<file path="src/rtl/hls_snn_izikevich_hls_deadlock_pkg.sv">
// Shared types and constants for the hls_snn_izikevich deadlock reporter.
package hls_snn_izikevich_hls_deadlock_pkg;

  localparam int TS_W              = 32;
  localparam int THRESHOLD_DEFAULT = 64;

  typedef enum logic [1:0] {
    ST_IDLE,
    ST_WATCH,
    ST_REPORT,
    ST_HALT
  } state_e;

endpackage

</file>
<file path="src/rtl/hls_snn_izikevich_hls_deadlock_block_counter.sv">
// Saturating run-length counter for one monitor `block` input; flags the cycle
// on which the run would reach THRESHOLD.
module hls_snn_izikevich_hls_deadlock_block_counter
  import hls_snn_izikevich_hls_deadlock_pkg::*;
#(
  parameter int THRESHOLD = THRESHOLD_DEFAULT,
  parameter int CNT_W     = $clog2(THRESHOLD + 1)
) (
  input  logic clock,
  input  logic reset_n,
  input  logic clear,
  input  logic enable,
  input  logic block,
  output logic hit,
  output logic is_zero
);

  logic [CNT_W-1:0] cnt_q, cnt_d;

  always_comb begin
    cnt_d = cnt_q;
    if (clear) begin
      cnt_d = '0;
    end else if (enable) begin
      if (!block)
        cnt_d = '0;
      else if (cnt_q != CNT_W'(THRESHOLD))
        cnt_d = cnt_q + 1'b1;
    end
  end

  always_ff @(posedge clock or negedge reset_n) begin
    if (!reset_n)
      cnt_q <= '0;
    else
      cnt_q <= cnt_d;
  end

  assign hit     = block && (cnt_q == CNT_W'(THRESHOLD - 1));
  assign is_zero = (cnt_q == '0);

endmodule

</file>
<file path="src/rtl/hls_snn_izikevich_hls_deadlock_reporter.sv">
// Filters monitor stalls, latches the first persistent one with a timestamp and
// reports it once over valid/ready; `deadlock` stays set until `clear`.
module hls_snn_izikevich_hls_deadlock_reporter
  import hls_snn_izikevich_hls_deadlock_pkg::*;
#(
  parameter int N_MON     = 4,
  parameter int THRESHOLD = THRESHOLD_DEFAULT,
  parameter int IDX_W     = (N_MON > 1) ? $clog2(N_MON) : 1,
  parameter int CNT_W     = $clog2(THRESHOLD + 1)
) (
  input  logic             clock,
  input  logic             reset_n,
  input  logic [N_MON-1:0] mon_block,
  input  logic             clear,
  output logic             report_valid,
  input  logic             report_ready,
  output logic [IDX_W-1:0] report_idx,
  output logic [TS_W-1:0]  report_time,
  output logic             deadlock,
  output logic             any_block
);

  state_e            state_q, state_d;
  logic              valid_q, valid_d;
  logic              deadlock_q, deadlock_d;
  logic [IDX_W-1:0]  idx_q, idx_d;
  logic [TS_W-1:0]   time_q, time_d;
  logic [TS_W-1:0]   ts_q, ts_d;
  logic              any_block_q, any_block_d;

  logic [N_MON-1:0]  hit;
  logic [N_MON-1:0]  cnt_zero;
  logic              counting;
  logic              hit_any;
  logic [IDX_W-1:0]  hit_idx;

  // Counters run only while detection is armed and freeze once a report is out.
  assign counting = (state_q == ST_IDLE) || (state_q == ST_WATCH);

  for (genvar i = 0; i < N_MON; i++) begin : g_cnt
    hls_snn_izikevich_hls_deadlock_block_counter #(
      .THRESHOLD (THRESHOLD),
      .CNT_W     (CNT_W)
    ) u_cnt (
      .clock   (clock),
      .reset_n (reset_n),
      .clear   (clear),
      .enable  (counting),
      .block   (mon_block[i]),
      .hit     (hit[i]),
      .is_zero (cnt_zero[i])
    );
  end

  always_comb begin
    hit_any = 1'b0;
    hit_idx = '0;
    for (int i = N_MON - 1; i >= 0; i--) begin
      if (hit[i]) begin
        hit_any = 1'b1;
        hit_idx = IDX_W'(i);
      end
    end
  end

  always_comb begin
    state_d     = state_q;
    valid_d     = valid_q;
    deadlock_d  = deadlock_q;
    idx_d       = idx_q;
    time_d      = time_q;
    ts_d        = ts_q + 1'b1;
    any_block_d = |mon_block;
    if (clear) begin
      state_d    = ST_IDLE;
      valid_d    = 1'b0;
      deadlock_d = 1'b0;
      idx_d      = '0;
      time_d     = '0;
    end else begin
      case (state_q)
        ST_IDLE: begin
          if (|mon_block)
            state_d = ST_WATCH;
        end
        ST_WATCH: begin
          if (hit_any) begin
            state_d    = ST_REPORT;
            valid_d    = 1'b1;
            deadlock_d = 1'b1;
            idx_d      = hit_idx;
            time_d     = ts_q;
          end else if (&cnt_zero) begin
            state_d = ST_IDLE;
          end
        end
        ST_REPORT: begin
          if (report_ready) begin
            state_d = ST_HALT;
            valid_d = 1'b0;
          end
        end
        ST_HALT: ;
        default: state_d = ST_IDLE;
      endcase
    end
  end

  always_ff @(posedge clock or negedge reset_n) begin
    if (!reset_n) begin
      state_q     <= ST_IDLE;
      valid_q     <= 1'b0;
      deadlock_q  <= 1'b0;
      idx_q       <= '0;
      time_q      <= '0;
      ts_q        <= '0;
      any_block_q <= 1'b0;
    end else begin
      state_q     <= state_d;
      valid_q     <= valid_d;
      deadlock_q  <= deadlock_d;
      idx_q       <= idx_d;
      time_q      <= time_d;
      ts_q        <= ts_d;
      any_block_q <= any_block_d;
    end
  end

  assign report_valid = valid_q;
  assign deadlock     = deadlock_q;
  assign report_idx   = idx_q;
  assign report_time  = time_q;
  assign any_block    = any_block_q;

endmodule

</file>
<file path="config.mk">
export PLATFORM = sky130hd
export DESIGN_NAME = hls_snn_izikevich_hls_deadlock_reporter
export DESIGN_NICKNAME = d
export VERILOG_FILES = /design/src/rtl/hls_snn_izikevich_hls_deadlock_pkg.sv /design/src/rtl/hls_snn_izikevich_hls_deadlock_block_counter.sv /design/src/rtl/hls_snn_izikevich_hls_deadlock_reporter.sv
export SDC_FILE = /design/constraint.sdc
export NUM_CORES = 1
export LEC_CHECK = 0
export ABC_AREA = 1
export ABC_CLOCK_PERIOD_IN_PS = 2400
export CAP_MARGIN = 30
export CORE_AREA = 2 2 100 102
export DETAILED_ROUTE_END_ITERATION = 8
export DIE_AREA = 0 0 102 104
export GPL_ROUTABILITY_DRIVEN = 1
export PLACE_DENSITY = 0.82
export SYNTH_ARGS = -nofsm -noshare
export SYNTH_HDL_FRONTEND = slang
export SYNTH_SLANG_ARGS = --single-unit
</file>
<file path="constraint.sdc">
create_clock -name clock -period 2.4 [get_ports clock]
set_input_delay 0.48 -clock clock [delete_from_list [all_inputs] [get_ports clock]]
set_output_delay 0.48 -clock clock [all_outputs]
set_load 0.1 [all_outputs]
</file>
After elaboration in Yosys (flattened, before gate mapping)
Cells that the tools add are included.

operators by class
  add/sub/neg operators = 5
  equal/unequal tests = 18
  multiplexer cells = 42
  reductions and logical operators = 24

operators with widths
  kind                   number
  $mux 7                 16
  $mux 32                3
  $add 32x1->32 const B  1
  $add 7x1->7 const B    4
  $eq 7x6->1 const B     4
  $logic_not 7->1        4
  $ne 7x7->1 const B     4
  $mux 2                 12
  $ne 3x1->1 const B     4
  $reduce_and 2->1       5
  $mux 1                 9
  $ne 3x3->1 const B     3
  $reduce_and 4->1       2
  $pmux 2 s3             1
  $reduce_bool 2->1      3
  $logic_and 1x1->1      4
  $ne 4x3->1 const B     1
  $reduce_bool 4->1      1
  $reduce_or 4->1        1
  $reduce_and 3->1       1
  $reduce_bool 3->1      1
  $eq 2x1->1 const B     1
  $eq 2x2->1 const B     1
  $logic_not 2->1        1
  other kinds (2)        2

word-level totals
  bits in registers = 99
  input bits = 8
  output and inout bits = 37
  word-level logic and storage cells = 100

Longest topological paths before layout
Gate-level depths: netlist of the first run.

  depth after elaboration = 9
  gate-level depth with buffers = 13
  depth with buffers taken out = 12

By module
From an unflattened synthesis of the first run, not the netlist that was laid out.

second synthesis, totals
  cell total of the unflattened synthesis = 729
  area, all modules = 5494.0 µm²

modules (own cells, without submodules)
  module                                        instances  cells an instance  area each (µm²)  sequential area each (µm²)
  hls_snn_izikevich_hls_deadlock_reporter       1          417                3452.1           1776.7
  hls_snn_izikevich_hls_deadlock_block_counter  4          78                 510.5            175.2

Worst setup path after synthesis of the first run
No wires, ideal clock.

  path type = register to register
  start = register g_cnt[3].u_cnt.cnt_q[0]
  end = register time_q[4] (netlist: report_time[4])
  setup time = 0.076 ns
  data arrival time = 1.500 ns
  data required time = 2.324 ns
  slack = 0.824 ns
  cell stages (with the launch flop) = 14
  buffers on the path = 1
  period minus slack after synthesis = 1.576 ns
  cell sequence = dfrtp_1 > ha_1 > nand2_2 > nor2_1 > nand3_1 > nand2_2 > inv_2 > nand2_2 > nand2_4 > nand2_8 > inv_2 > buf_6 > nand2_1 > o21ai_1

between the ends
  word-level cells in the longest chain between the ends = 8

RTL lines
  element                             RTL line                                            source
  start: declaration                  hls_snn_izikevich_hls_deadlock_block_counter.sv:18  logic [CNT_W-1:0] cnt_q, cnt_d;
  start signal: assignment            hls_snn_izikevich_hls_deadlock_block_counter.sv:36  cnt_q <= cnt_d;
  $eq 7x6->1                          hls_snn_izikevich_hls_deadlock_block_counter.sv:39  assign hit = block && (cnt_q == CNT_W'(THRESHOLD - 1));
  $logic_and 1x1->1                   hls_snn_izikevich_hls_deadlock_block_counter.sv:39
  $mux 1 (4 in series)                hls_snn_izikevich_hls_deadlock_reporter.sv:59       if (hit[i]) begin
  $reduce_bool 2->1 (no source line)  --
  $reduce_and 2->1 (no source line)   --
  end signal: assignment              hls_snn_izikevich_hls_deadlock_reporter.sv:123      time_q <= time_d;
  end: declaration                    hls_snn_izikevich_hls_deadlock_reporter.sv:27       logic [TS_W-1:0] time_q, time_d;

Every way passes these cells.
A chain may end at the register's enable or synchronous reset.

Final worst setup path of the first run
  start = register ts_q[1]
  end = register ts_q[26]

between the ends
  word-level cells in the longest chain between the ends = 1

RTL lines
  element                   RTL line                                        source
  start: declaration        hls_snn_izikevich_hls_deadlock_reporter.sv:28   logic [TS_W-1:0] ts_q, ts_d;
  start signal: assignment  hls_snn_izikevich_hls_deadlock_reporter.sv:124  ts_q <= ts_d;
  $add 32x1->32             hls_snn_izikevich_hls_deadlock_reporter.sv:72   ts_d = ts_q + 1'b1;
  net ts_d[26]              hls_snn_izikevich_hls_deadlock_reporter.sv:28

The timed path passes the listed nets, and every way through them passes these cells.

==> results.md, run 1 <==
- Async SR Flop Fraction: between 90% and 100%
- Postcts setup bufs: 0
- Ant diodes: 0
- Vias in the first global route: roughly 4,000
- Max Slew Vio Count: 0
- GRT Total Usage: approximately 23%
- I/O Buffers: 44
- Final std cells w/o fill: a little over 800
- Starting Density: a little over half
- Pin count of the biggest net entering global routing: 49
- Reg clk slew, reported paths: about 0.10 ns
- CTS Buffer Depth: 2
- Core Area: ~0.0095 sq mm
- Via count: approximately 4,200
- Slew @ Worst Pin: 0.513 ns
- RSZ-0062 raised after global routing: no
- Hold Slack: 0.0611 ns
- Hpwl dp: approximately 8400 um
- FILL cells: between 800 and 900
- Layout net count: a little under 700
- Max_cap viols: 0
- Ys flop type: dfrtp_1
- Seq/Total Area, Yosys: 48.5%
- Final clock skew: about 0.012 ns
- Global-route track usage on met2: 33.0%
- Die Footprint: 0.0106 sq mm
- Max IR drop VDD: approximately 300 uV
- Req. time, crit path: between 2 and 3 ns
- Die width: between 100 and 150 um
- Commonest cells after routing, fill and taps aside: 151 x nand2_1, 99 x dfrtp_1, 86 x inv_1
- Iteration count of the initial detailed-routing pass: 6
- Relative slew slack: between 60% and 70%
- Resize count post-CTS: 0
- Critical Path Source Type: flop
- Area grow syn2layout: 13.4%
- Synthesized area: slightly above 0.005 sq mm
- Post-CTS Hold Buffers: 0
- FF+latch count, synth: 99
- Synth warn: 0
- Die height: about 100 um
- Initial antenna violation count: 0
- Placed instance count: 795
- DR WL/cell: roughly 14 um
- Clock Sinks: just under 100
- Post-Route WL: 11,200 um
- Via/cell ratio: a little over 5
- IO Pins: 45
- Met3 usage: approximately 2.8%
- Clk_lat worst skew: 0.38 ns
- Layout cells sized above 1: approximately 15%
- First-iteration detailed-routing DRC count: between 300 and 400
- Final GP Congestion: slightly above 0.9
- Crit. End Element: flop
- Final worst-path cycle share: around 83%
- DR DRC count: 0
- Endpoints failing setup: 0
- H-tree Lvls: 3
- First-pass GRT wire length: between 15,000 and 20,000 um
- M1 GR Usage: between 30% and 40%
- Setup TNS: 0 ns
- Pwr/cell area: approximately 560 mW/mm^2
- CTS tree: done
- Busiest grt layer: met1
- CP Class: flop to flop
- Mapped Avg Cell Area: roughly 8.2 sq um
- Worst Path Max Fanout: 5
- Total CTS buffers: 9
- Root Buffer: clkbuf_8
- Final Hold Vio Count: 0
- Number of synthesized flops with an enable pin: 0
- Commonest non-fill, non-tap cell in the layout: nand2_1
- Row count: 36
- Status: finished, final reports clean
- Syn nets: approximately 640
- Total gr overflow: 0
- Post-route ant nets: 0
- Max Freq: a little over 500 MHz
- Netlist cell types: 34
- Leakage: 0.00281 uW
- Worst endpoint data arrival time: roughly 2.3 ns
- Worst Hold Class: input port to async pin
- Cells after Synth: about 620
- Final Critical Period: a little under 2 ns
-- worst max-delay path, stage by stage, from the launching register on --
cell and delay, ns:
dfrtp_1 0.38, ha_1 0.22, nand3_1 0.21, inv_1 0.18, nand2_1 0.16, nor3_1 0.33
nand4_1 0.21, xor2_1 0.19
-- logic make-up after synthesis --
| logic type | count (synthesis) | share of synthesized area [%] |
|---|---|---|
| flip-flops | 99 | 48.5 |
| AO/OA/AOI/OAI | 66 | 8.24 |
| XOR/XNOR | 30 | 5.15 |
| buffers and inverters | 101 | 8.29 |
| adder cells (fa/ha/maj) | 12 | 2.94 |
| AND/OR/NAND/NOR | 311 | 26.8 |
-- stage by stage --
| step | power [uW] | instance area, sq um | setup WS [ns] | utilization [%] |
|---|---|---|---|---|
| 2_1_floorplan | 2150 | 5100 | 0.824 | - |
| 3_3_place_gp | 2290 | 5620 | 0.211 | 58.8 |
| 3_5_place_dp | 2300 | 5620 | 0.0956 | 58.8 |
| 4_1_cts | 3260 | 5790 | 0.399 | 60.6 |
| 5_1_grt | 3390 | 5790 | 0.228 | 60.6 |
| 6_report | 3250 | 5790 | 0.412 | 60.6 |
-- sequential cells by signal, indices dropped and copies added (netlist names) --
signal             flops
any_block              1
ts_q                  32
deadlock               1
state_q                2
report_idx             2
report_valid           1
report_time           32
g_cnt.u_cnt.cnt_q     28
-- layout make-up --
type                            instances  area, sq um  area share, %
Sequential cell                        99         2480           42.8
Multi-Input combinational cell        419         2200           38.1
Tap cell                              133          166           2.88
Clock inverter                          6         40.0          0.692
Clock buffer                           10          128           2.21
Timing Repair Buffer                   50          415           7.18
Inverter                               94          355           6.14
-- synth_stat cells, drive strengths merged (2+ instances only) --
library cell  count  area (sq um)
a31oi             2          18.8
nor3b             3          22.5
nand2           160           647
xor2             28           245
nand3            47           240
nor2             63           246
ha               12           150
a21oi            15          78.8
nand4            10          62.6
nor4              2          12.5
xnor2             2          17.5
o21ai            48           315
inv              94           355
buf               6          63.8
dfrtp            99          2480
nor3             24           125
-- final timing paths --
path	slack, ns	startpoint	endpoint	depth (start not counted)
worst min-delay path	0.06	reset_n	g_cnt[1].u_cnt.cnt_q[5]	1
worst max-delay path	0.41	ts_q[1]	ts_q[26]	7
max in group asynchronous	1.70	reset_n	state_q[0]	2
worst min register to register	0.48	ts_q[31]	ts_q[31]	2
min in group clock	0.48	ts_q[31]	ts_q[31]	2
worst max register to register	0.41	ts_q[1]	ts_q[26]	7
-- where the power goes --
group          switching (uW)  internal, uW  total, uW
logic                     400           147        548
registers                27.0          1700       1730
clock network             592           378        969
total                    1020          2230       3250
-- layer usage --
layer  up-vias  routed length [um]
li1       2077                   -
met1      1980                5480
met2       127                4970
met3        19                 495
met4         0                 229
met5         -                   0
Note: power is estimated with default switching activity, not from simulation.
==> inputs of run 2 (changes only) <==
--- a/config.mk
+++ b/config.mk
@@ -6,7 +6,7 @@
 export NUM_CORES = 1
 export LEC_CHECK = 0
 export ABC_AREA = 1
-export ABC_CLOCK_PERIOD_IN_PS = 2400
+export ABC_CLOCK_PERIOD_IN_PS = 1900
 export CAP_MARGIN = 30
 export CORE_AREA = 2 2 100 102
 export DETAILED_ROUTE_END_ITERATION = 8
==> constraint.sdc (replaced) <==
create_clock -name clock -period 1.9 [get_ports clock]
set_input_delay 0.38 -clock clock [delete_from_list [all_inputs] [get_ports clock]]
set_output_delay 0.38 -clock clock [all_outputs]
set_load 0.1 [all_outputs]
==> results.md, run 2 (synthesis gave the netlist of run 1 again) <==
- Status: finished, final reports clean
- RSZ-0062 raised after global routing: no
- Via count: 4,329 (+3.0%)
- Area grow syn2layout: 25.1%
- DR WL/cell: 13.9 um (+0.60%)
- Post-Place Cell Area: 0.00618 sq mm (+9.9%)
- CTS tree: done
- Vias in the first global route: 4,294 (+7.8%)
- Max Slew Vio Count: 0 (unchanged)
- Hpwl dp: 8700 um (+3.5%)
- Power share of the combinational group: 18.7% (+1.8 points)
- Internal Power: 3020 uW (+36%)
- Worst endpoint data arrival time: 2.09 ns (-0.17 ns)
- Final Hold Vio Count: 0 (unchanged)
- DR DRC count: 0 (unchanged)
- R2r setup slk: 0.12 ns (-0.30 ns)
- Clk_lat worst skew: 0.38 ns (about the same)
- Die width: 102 um (unchanged)
- CTS Buffer Depth: 2 (unchanged)
- Clock Sinks: 99 (unchanged)
- First-pass GRT wire length: 20,000 um (+5.9%)
- RR Startpoint: state_q[1]
- Commonest non-fill, non-tap cell in the layout: nand2_1
- Final worst-path cycle share: 93.9% (+11 points)
- Max IR drop VDD: 406 uV (+35%)
- Finished Cell Area: 0.00639 sq mm (+10%)
- Psw: 1310 uW (+29%)
- Relative slew slack: 70.5% (+5.1 points)
- Reg clk slew, reported paths: 0.10 ns (about the same)
- Post-route ant nets: 0 (unchanged)
- Core Area: 0.00955 sq mm (unchanged)
- GRT Total Usage: 23.9% (+1.3 points)
- Final clock skew: 0.0128 ns (+0.000291 ns)
- Crit path capture: g_cnt[3].u_cnt.cnt_q[3]
- Die height: 104 um (unchanged)
- Max_cap viols: 0 (unchanged)
- I/O Buffers: 44 (unchanged)
- Final Power: 4330 uW (+33%)
- Row count: 36 (unchanged)
- Reg2reg end: g_cnt[3].u_cnt.cnt_q[3]
- Layout cells sized above 1: 18.3% (+3.3 points)
- Post-Route WL: 11,600 um (+3.9%)
- Leakage: 0.00304 uW (+8.1%)
- Clock power frac: 30.7% (+0.9 points)
- Crit. End Element: flop
- First-iteration detailed-routing DRC count: 270 (-22%)
- Pwr/cell area: 679 mW/mm^2 (+21%)
- Slew @ Worst Pin: 0.442 ns (-0.0708 ns)
- Initial antenna violation count: 0 (unchanged)
- Die Footprint: 0.0106 sq mm (unchanged)
- IO Pins: 45 (unchanged)
- Worst reg2reg path depth: 9 (+2)
- Total CTS buffers: 9 (unchanged)
- H-tree Lvls: 3 (unchanged)
- Pin count of the biggest net entering global routing: 44 (-10%)
- Req. time, crit path: 2.21 ns (-0.46 ns)
- Endpoints failing setup: 0 (unchanged)
- CP Class: flop to flop
- Worst Hold Class: input port to async pin
- Via/cell ratio: 5.17 (-0.32%)
- Starting Density: 53.4% (unchanged)
- Sw Share: 30.3% (-1.1 points)
- Final Critical Period: 1.78 ns (-0.203 ns)
- Worst Path Max Fanout: 10 (+5)
- DP Worst Slack: -0.283 ns (-0.379 ns)
- Ant diodes: 0 (unchanged)
- Commonest cells after routing, fill and taps aside: 151 x nand2_1, 99 x dfrtp_1, 86 x inv_1
- Iteration count of the initial detailed-routing pass: 4 (-2)
- CP Launch Point: state_q[1]
- Final GP Congestion: 0.975 (+4.9%)
- Root Buffer: clkbuf_8
- Sequential Power Share: 50.6% (-2.7 points)
- Total gr overflow: 0 (unchanged)
- Max Freq: 560 MHz (+11%)
- Critical Path Source Type: flop
- Final setup margin: 0.116 ns (-0.297 ns)
- Fin util: 66.9% (+6.3 points)
- Layout net count: 720 (+3.9%)
run 2: worst max-delay path: stages, from the launching register on:
cell     delay [ns]
dfrtp_1        0.39
inv_1          0.09
ha_1           0.21
nor2_1         0.17
nand2_2        0.15
nand2_1        0.12
nand2_1        0.21
nand2_1        0.17
o21ai_0        0.09
a21oi_1        0.12
run 2: power by group through the flow:
stage                     Clock [uW]  Combinational, uW  Sequential (uW)
after floorplan                    0                397             2320
final                           1330                809             2190
after global routing            1440                899             2200
after global placement             0                764             2230
after CTS                       1340                807             2190
after detailed placement           0                799             2230
run 2: area by class of cell:
class	instances	area [sq um]
clock buffers	13	169
clock inverters	3	21.3
fillers	787	3160
inverters	94	360
multi-input cells	419	2210
flip-flops and latches	99	2480
well taps	133	166
repair buffers	77	983
run 2: metrics by stage:
stage | hold WS (ns) | setup TNS (ns) | std cells
floorplan | 0.0844 | 0 | 619
global route | 0.496 | 0 | 838
finish | 0.478 | 0 | 838
global placement | 0.340 | -6.24 | 821
CTS | 0.477 | 0 | 838
detailed placement | 0.352 | -10.37 | 821
run 2: repair_timing:
item	CTS	global route
endpoints found under the setup margin	35	35
endpoints found under the hold margin	28	0
setup buffers	0	0
hold buffers	1	0
gates resized for setup	1	4
run 2: worst min path at each step:
stage	to	slack (ns)	cells past startpoint
global route	ts_q[16]	0.50	1
finish	g_cnt[2].u_cnt.cnt_q[0]	0.48	2
global placement	g_cnt[2].u_cnt.cnt_q[0]	0.34	1
CTS	ts_q[16]	0.48	1
detailed placement	g_cnt[2].u_cnt.cnt_q[0]	0.35	1
floorplan	any_block	0.08	0
run 2: routing by layer:
layer  global-route usage, %  vias to the layer above  wire [um]
met5                       0                        -          0
met4                    7.81                        0        238
li1                        -                     2121          -
met3                    6.05                       20        503
met2                    34.0                      107       5170
met1                    35.7                     2081       5710
==> variant (config.mk and constraints of run 2) <==
Re-encode `state_e` (4 states) as one-hot, 4 bits wide.
--- a/src/rtl/hls_snn_izikevich_hls_deadlock_pkg.sv
+++ b/src/rtl/hls_snn_izikevich_hls_deadlock_pkg.sv
@@ -4,11 +4,11 @@
   localparam int TS_W              = 32;
   localparam int THRESHOLD_DEFAULT = 64;
 
-  typedef enum logic [1:0] {
-    ST_IDLE,
-    ST_WATCH,
-    ST_REPORT,
-    ST_HALT
+  typedef enum logic [3:0] {
+    ST_IDLE   = 4'b0001,
+    ST_WATCH  = 4'b0010,
+    ST_REPORT = 4'b0100,
+    ST_HALT   = 4'b1000
   } state_e;
 
 endpackage
Formal check against the unedited RTL: same outputs for any inputs over 4 cycles, from zero or initial values and one cycle with reset_n low; so few cycles prove little.
==> variant against run 2 <==
  * Largest power group unchanged
  * Sequential cell count rose by 2
  * Non-clock buffer count rose by 22
  * Highest routed layer unchanged
  * Final area rose by 5.0%
  * Wire length rose by 6.6%
  * Sequential power rose by 3%
  * Die area did not move
  * Power rose by 7.9%
  * Worst setup slack improved by 0.023 ns
  * Fmax rose by 1.3%
  * Area after synthesis rose by 3.0%
  * Via count rose by 4.7%
  * Sequential share of layout area fell by 1.1 points
==> variant: results <==
export IMPL_clk_path_buf_depth=2
export IMPL_firstDrtPassIters=5
export IMPL_r2r_start="g_cnt[1].u_cnt.cnt_q[0]"
export IMPL_min_path_cells=2
export IMPL_whs_ns=0.4876
export IMPL_synth_xor_area_share_pct=6.162
export IMPL_fin_nets=720
export IMPL_layout_drive_gt1_share_pct=26.17
export IMPL_outcome="completed"
export IMPL_grt_pass1_wl_um=20310
export IMPL_synth_compound_area_share_pct=9.255
export IMPL_finalWirelength_um=12380
export IMPL_finClkSkew_ns=0.01673
export IMPL_synth_common_cells="120 x nand2_1, 100 x dfrtp_1, 68 x inv_1"
export IMPL_track_usage_pct=24.10
export IMPL_worst_path_max_fanout=19
export IMPL_r2r_end="report_time[26]"
export IMPL_synth_area_mux_share_pct=0
export IMPL_syn_num_nets=621
export IMPL_tightest_slew_ns=0.4915
export IMPL_clock_latency_ns=0.38
export IMPL_reg2reg_slack_ns=0.14
export IMPL_p_int_uw=3319
export IMPL_reg2reg_depth=11
export IMPL_yosys_top_cells_area="dfrtp_1 48%, nand2_1 8.6%, xor2_1 6.0%"
export IMPL_yosysUniqueCellTypes=33
export IMPL_leakage_uw=0.003088
export IMPL_place_gp_congestion=0.8973
export IMPL_htreeDepth=3
export IMPL_power_uw=4677
export IMPL_grt_pass1_vias=4277
export IMPL_cp_arrival_ns=2.07
export IMPL_seq_power_uw=2260
export IMPL_yosys_area_share_adder_pct=2.141
export IMPL_min_delay_path_class="reg -> reg"
export IMPL_route_vias_total=4531
export IMPL_ys_seq_area_share_pct=48.08
export IMPL_vdd_drop_max_mv=0.4071
export IMPL_p_comb_uw=848
export IMPL_place_ws_ns=-0.4133
export IMPL_drtIter0Drc=394
export IMPL_post_dp_hpwl_um=8487
export IMPL_async_flop_share_pct=100.0
export IMPL_grt_max_degree=39
## variant: changes by cell type after synthesis, moves of 4 or more
cell     change
inv_1       -18
a31o_2       +4
nor3_1       -5
nand3_1     -11
a21oi_1     -12
xor2_1       +8
nand2_1     -31
nand4_1     +25
nor2_1       -4
o21ai_0     +11
o21ai_2      +8
or2_2        +4
nand2_4      +4
## variant: critical path, cell delays in order (launching register included)
cell and delay (ns):
dfrtp_1 0.37, ha_2 0.18, nand2_1 0.08, nor2_2 0.14, nand3_2 0.09, nand2_2 0.09
inv_2 0.06, nand2_4 0.06, buf_4 0.12, nand3_4 0.14, buf_12 0.22, o21ai_2 0.13
## variant: stage by stage
| stage | cell area (um2) | std cells |
|---|---|---|
| final | 6708 | 840 |
| after global routing | 6708 | 840 |
| after CTS | 6551 | 830 |
| after detailed placement | 6296 | 813 |
| after global placement | 6296 | 813 |
| after floorplan | 5259 | 604 |
## variant: cell type report
cell class              count  area (um2)
fillers                   697        2841
multi-input cells         414        2376
inverters                  78       297.8
repair buffers             99        1109
clock inverters             4       77.57
flip-flops and latches    101        2530
clock buffers              11       151.4
well taps                 133       166.4
## variant: how the worst max path moves through the flow
stage,to,start,cells after the start,slack [ns]
detailed placement,report_time[31],mon_block[1],10,-0.41
global route,g_cnt[1].u_cnt.cnt_q[5],g_cnt[1].u_cnt.cnt_q[0],10,-0.008
global placement,report_time[25],mon_block[1],10,-0.30
finish,report_time[26],g_cnt[1].u_cnt.cnt_q[0],11,0.14
floorplan,report_time[26],g_cnt[1].u_cnt.cnt_q[0],11,0.30
CTS,report_time[26],g_cnt[0].u_cnt.cnt_q[0],10,0.001
## variant: routing by layer
layer,wire (um),up-vias,track usage (%)
li1,-,2156,-
met1,5497,2187,33.90
met2,5873,166,37.55
met3,745,22,4.099
met4,267,0,8.762
met5,0,-,0
